==> config.mk <==
export PLATFORM = sky130hd
export DESIGN_NAME = updown_counter_param
export DESIGN_NICKNAME = d
export VERILOG_FILES = /design/src/rtl/updown_counter_param.sv
export SDC_FILE = /design/constraint.sdc
export NUM_CORES = 1
export LEC_CHECK = 0
export ABC_AREA = 1
export CORE_AREA = 8 8 45 47
export CTS_CLUSTER_SIZE = 30
export DETAILED_ROUTE_END_ITERATION = 16
export DIE_AREA = 0 0 53 55
export HOLD_SLACK_MARGIN = 0.05
export PLACE_DENSITY_LB_ADDON = 0.05
export SLEW_MARGIN = 10
export SYNTH_ARGS = -nofsm -noshare
export SYNTH_HDL_FRONTEND = slang
export SYNTH_SLANG_ARGS = --single-unit
==> constraint.sdc <==
create_clock -name CLOCK -period 1.8 [get_ports CLOCK]
set_clock_uncertainty 0.2 [all_clocks]
set_input_delay 0.36 -clock CLOCK [delete_from_list [all_inputs] [get_ports CLOCK]]
set_output_delay 0.36 -clock CLOCK [all_outputs]
set_load 0.03 [all_outputs]
==> src/rtl/updown_counter_param.sv <==
// Parametrised up/down counter with wrap, saturate and one-shot end-of-range handling,
// synchronous clear/load, limit flags and a registered range-event pulse.
module updown_counter_param #(
    parameter int                WIDTH       = 4,
    parameter longint unsigned   MAX_VALUE   = (64'd1 << WIDTH) - 64'd1,
    parameter int                MODE        = 0,
    parameter longint unsigned   RESET_VALUE = 64'd0
) (
    input  logic             CLOCK,
    input  logic             RESET,
    input  logic             ENABLE,
    input  logic             DIRECTION,
    input  logic             CLEAR,
    input  logic             LOAD,
    input  logic [WIDTH-1:0] LOAD_VALUE,
    output logic [WIDTH-1:0] COUNT_OUT,
    output logic             AT_MAX,
    output logic             AT_ZERO,
    output logic             EVENT,
    output logic             DONE
);

    localparam logic [WIDTH-1:0] MAX_V   = MAX_VALUE[WIDTH-1:0];
    localparam logic [WIDTH-1:0] RESET_V = RESET_VALUE[WIDTH-1:0];
    localparam logic [WIDTH-1:0] ONE     = WIDTH'(1);

    localparam int MODE_WRAP     = 0;
    localparam int MODE_SATURATE = 1;
    localparam int MODE_ONE_SHOT = 2;

    logic [WIDTH-1:0] count_q;
    logic             event_q;
    logic             done_q;
    logic             at_limit;
    logic             step_ok;
    logic [WIDTH-1:0] wrap_target;
    logic [WIDTH-1:0] load_clamped;

    // Limit is compared before stepping so non-power-of-two ranges never rely on overflow.
    assign at_limit     = DIRECTION ? (count_q == '0) : (count_q == MAX_V);
    assign wrap_target  = DIRECTION ? MAX_V : '0;
    assign load_clamped = (LOAD_VALUE > MAX_V) ? MAX_V : LOAD_VALUE;
    assign step_ok      = ENABLE && !((MODE == MODE_ONE_SHOT) && done_q);

    always_ff @(posedge CLOCK or posedge RESET) begin
        if (RESET) begin
            count_q <= RESET_V;
            event_q <= 1'b0;
            done_q  <= 1'b0;
        end else if (CLEAR) begin
            count_q <= RESET_V;
            event_q <= 1'b0;
            done_q  <= 1'b0;
        end else if (LOAD) begin
            count_q <= load_clamped;
            event_q <= 1'b0;
            done_q  <= 1'b0;
        end else if (step_ok) begin
            if (at_limit) begin
                event_q <= 1'b1;
                if (MODE == MODE_WRAP) begin
                    count_q <= wrap_target;
                end else if (MODE == MODE_ONE_SHOT) begin
                    done_q <= 1'b1;
                end
            end else begin
                event_q <= 1'b0;
                count_q <= DIRECTION ? (count_q - ONE) : (count_q + ONE);
            end
        end else begin
            event_q <= 1'b0;
        end
    end

    assign COUNT_OUT = count_q;
    assign AT_MAX    = (count_q == MAX_V);
    assign AT_ZERO   = (count_q == '0);
    assign EVENT     = event_q;
    assign DONE      = (MODE == MODE_ONE_SHOT) ? done_q : 1'b0;

endmodule

==> results.cfg <==
[critical_path]
cp_num_buf_inv = 2
crit_slowest_cell = dfrtp_1
crit_fanout = 3
cp-start-kind = flop
cp_top_family = flip-flops
crit_type = flop to primary output
max_stage_delay_ns = 0.38
worstPathRequired_ns = 1.24
endpoint_kind = primary output
worstPathArrival_ns = 1.19
crit_path_cell_trace = buf_6 -> nor4_4 -> buf_4

[die]
row_count = 14
fp.dieArea_mm2 = 0.00292
die_x_um = 53
die_h_um = 55
ioPinCount = 18
fp.coreArea_mm2 = 0.00138
start_util = 0.327

[cells_and_area]
diodes = 0
syn2layout_area_growth_pct = 66.9
drive_gt1_frac = 0.240
nNetsFinal = 110
n_fill_cell = 141
fin_area_um2 = 756

[pwr]
power_density_mw_per_mm2 = 658
total_power_mw = 0.497
p_leak_nw = 0.422
vdd.ir_drop.worst_uv = 318

[status]
status = completed

[drt]
remaining_drc_errors = 0
drt-total-wl_um = 1200
wire_per_inst_um = 10.7
first_pass_iters = 2
vias = 519
antenna_left = 0
drtIter0Drc = 4
vias_per_cell = 4.63

[clocking]
cts_root_buffer = clkbuf_4
clk_pin_slew_ns = 0.05
cts_buffers = 3
cts_max_level = 1
cts_tree = built
clock_path_buffers = 2
clk_latency_ns = 0.25
cts.sinks = 5

[synthesis]
yosysMostFrequentCell = nand2_1
synth_warnings = 0
ys_types = 18
avgSynthCellArea_um2 = 6.66
synthArstFlopShare = 1.00
synth_top_area_share = 0.276
synth_nets = 81
synthTopCellsByArea = dfrtp_1, nand2_1, inv_1, nand3_1, ha_1
netlist_top_cells_count = nand2_1, inv_1, nand3_1, dfrtp_1, a21oi_1
synth_edf_count = 0
synth_top_cell_by_area = dfrtp_1
netlist_area_um2 = 453
synth_ff_type = dfrtp_1
ys_seq_area_frac = 0.276
syn_inst = 68
synth_seq_cells = 5

[placement]
dpl_cell_area_um2 = 681
place_congestion = 0.782
dp_hpwl_um = 967
portBuffers = 16

[timing]
max_freq_ghz = 0.571
finalCriticalPeriod_ns = 1.75
hold_viol = 0
finalSetupTns_ns = 0
setup_viol = 0
rsz0062_at_grt = true
fin_crit_sh = 0.974
slew_viol_final = 0
finalHoldWorstSlack_ns = 0.0978

[global_route]
grt_max_degree = 7
grt_pass1_vias = 507
antenna_found_initial = 0
overflow = 0
grt_pass1_wl_um = 2060
grt.total_usage = 0.0937

[flow_run]
drv_cap = 0

[worst_hold_path]
holdCritPathClass = input pin to asynchronous set/reset pin
stage by stage:
| step | setup slack, ns | instances | utilization |
|---|---|---|---|
| finish | 0.0475 | 112 | 0.546 |
| global route | -0.0170 | 112 | 0.546 |
| CTS | 0.00899 | 111 | 0.519 |
| detailed placement | -0.297 | 105 | 0.492 |
| global placement | -0.300 | 105 | 0.492 |
| floorplan | -0.0232 | 68 | - |
worst reg2reg max path: stages (launching register included):
cell	delay, ns
dfrtp_2	0.39
buf_4	0.15
fa_1	0.41
xnor2_1	0.15
nand2_1	0.07
a21oi_1	0.12
o22ai_1	0.08
final cells by class:
cell class / count / area [um^2] / area share
timing repair buffer: 25 / 221 / 0.293
sequential: 5 / 129 / 0.171
multi-input combinational: 48 / 307 / 0.406
tap: 16 / 20.0 / 0.0265
clock buffer: 4 / 26.3 / 0.0348
inverter: 14 / 52.6 / 0.0695
sequential cells by signal (all words and copies together) (netlist names):
| name | count |
|---|---|
| COUNT_OUT | 4 |
| EVENT | 1 |
layout by cell type (no fill, tap or decap), types with 2 or more instances in the layout:
cell,n
buf_4,11
nand3_1,6
nand4_2,2
nand2_1,21
dfrtp_1,2
dlygate4sd2_1,4
o22ai_1,2
clkbuf_4,3
inv_1,14
a21oi_1,4
clkdlybuf4s50_1,8
dfrtp_2,3
nor2_1,2
per-layer routing:
metal | track usage | share of wire | vias up
met5 | 0 | 0 | -
met4 | 0.0647 | 0.018 | 0
met3 | 0.0214 | 0.049 | 2
met2 | 0.158 | 0.50 | 13
met1 | 0.103 | 0.44 | 230
li1 | - | - | 274
report_power, final:
group / internal [mW] / switching, mW
Clock: 0.0843 / 0.0532
Combinational: 0.104 / 0.118
Sequential: 0.123 / 0.0140
Total: 0.312 / 0.186
timing repair:
item | in CTS | in global routing
gates cloned | 0 | 0
pin swaps | 0 | 1
resized for setup | 5 | 6
hold buffers | 0 | 0
setup endpoints to repair | 6 | 2
buffers inserted | 2 | 2
cell families after synthesis:
kind of cell / share of synthesized area
simple gates: 0.362
fa+ha+maj: 0.0994
buf+inv: 0.133
xor+xnor: 0.0193
flops: 0.276
compound gates: 0.102
other cells: 0.00828
final timing paths:
| path | from | endpoint | slack, ns | cells after the start |
|---|---|---|---|---|
| hold / removal | RESET | COUNT_OUT[3] | 0.1 | 2 |
| setup / recovery | COUNT_OUT[2] | AT_ZERO | 0.05 | 3 |
| hold reg to reg | COUNT_OUT[3] | COUNT_OUT[3] | 0.40 | 2 |
| setup reg to reg | COUNT_OUT[0] | COUNT_OUT[2] | 0.10 | 6 |
| min in group CLOCK | COUNT_OUT[3] | COUNT_OUT[3] | 0.40 | 2 |
| max in group asynchronous | RESET | COUNT_OUT[0] | 1.12 | 2 |
Power figures use the tool's default switching activity.
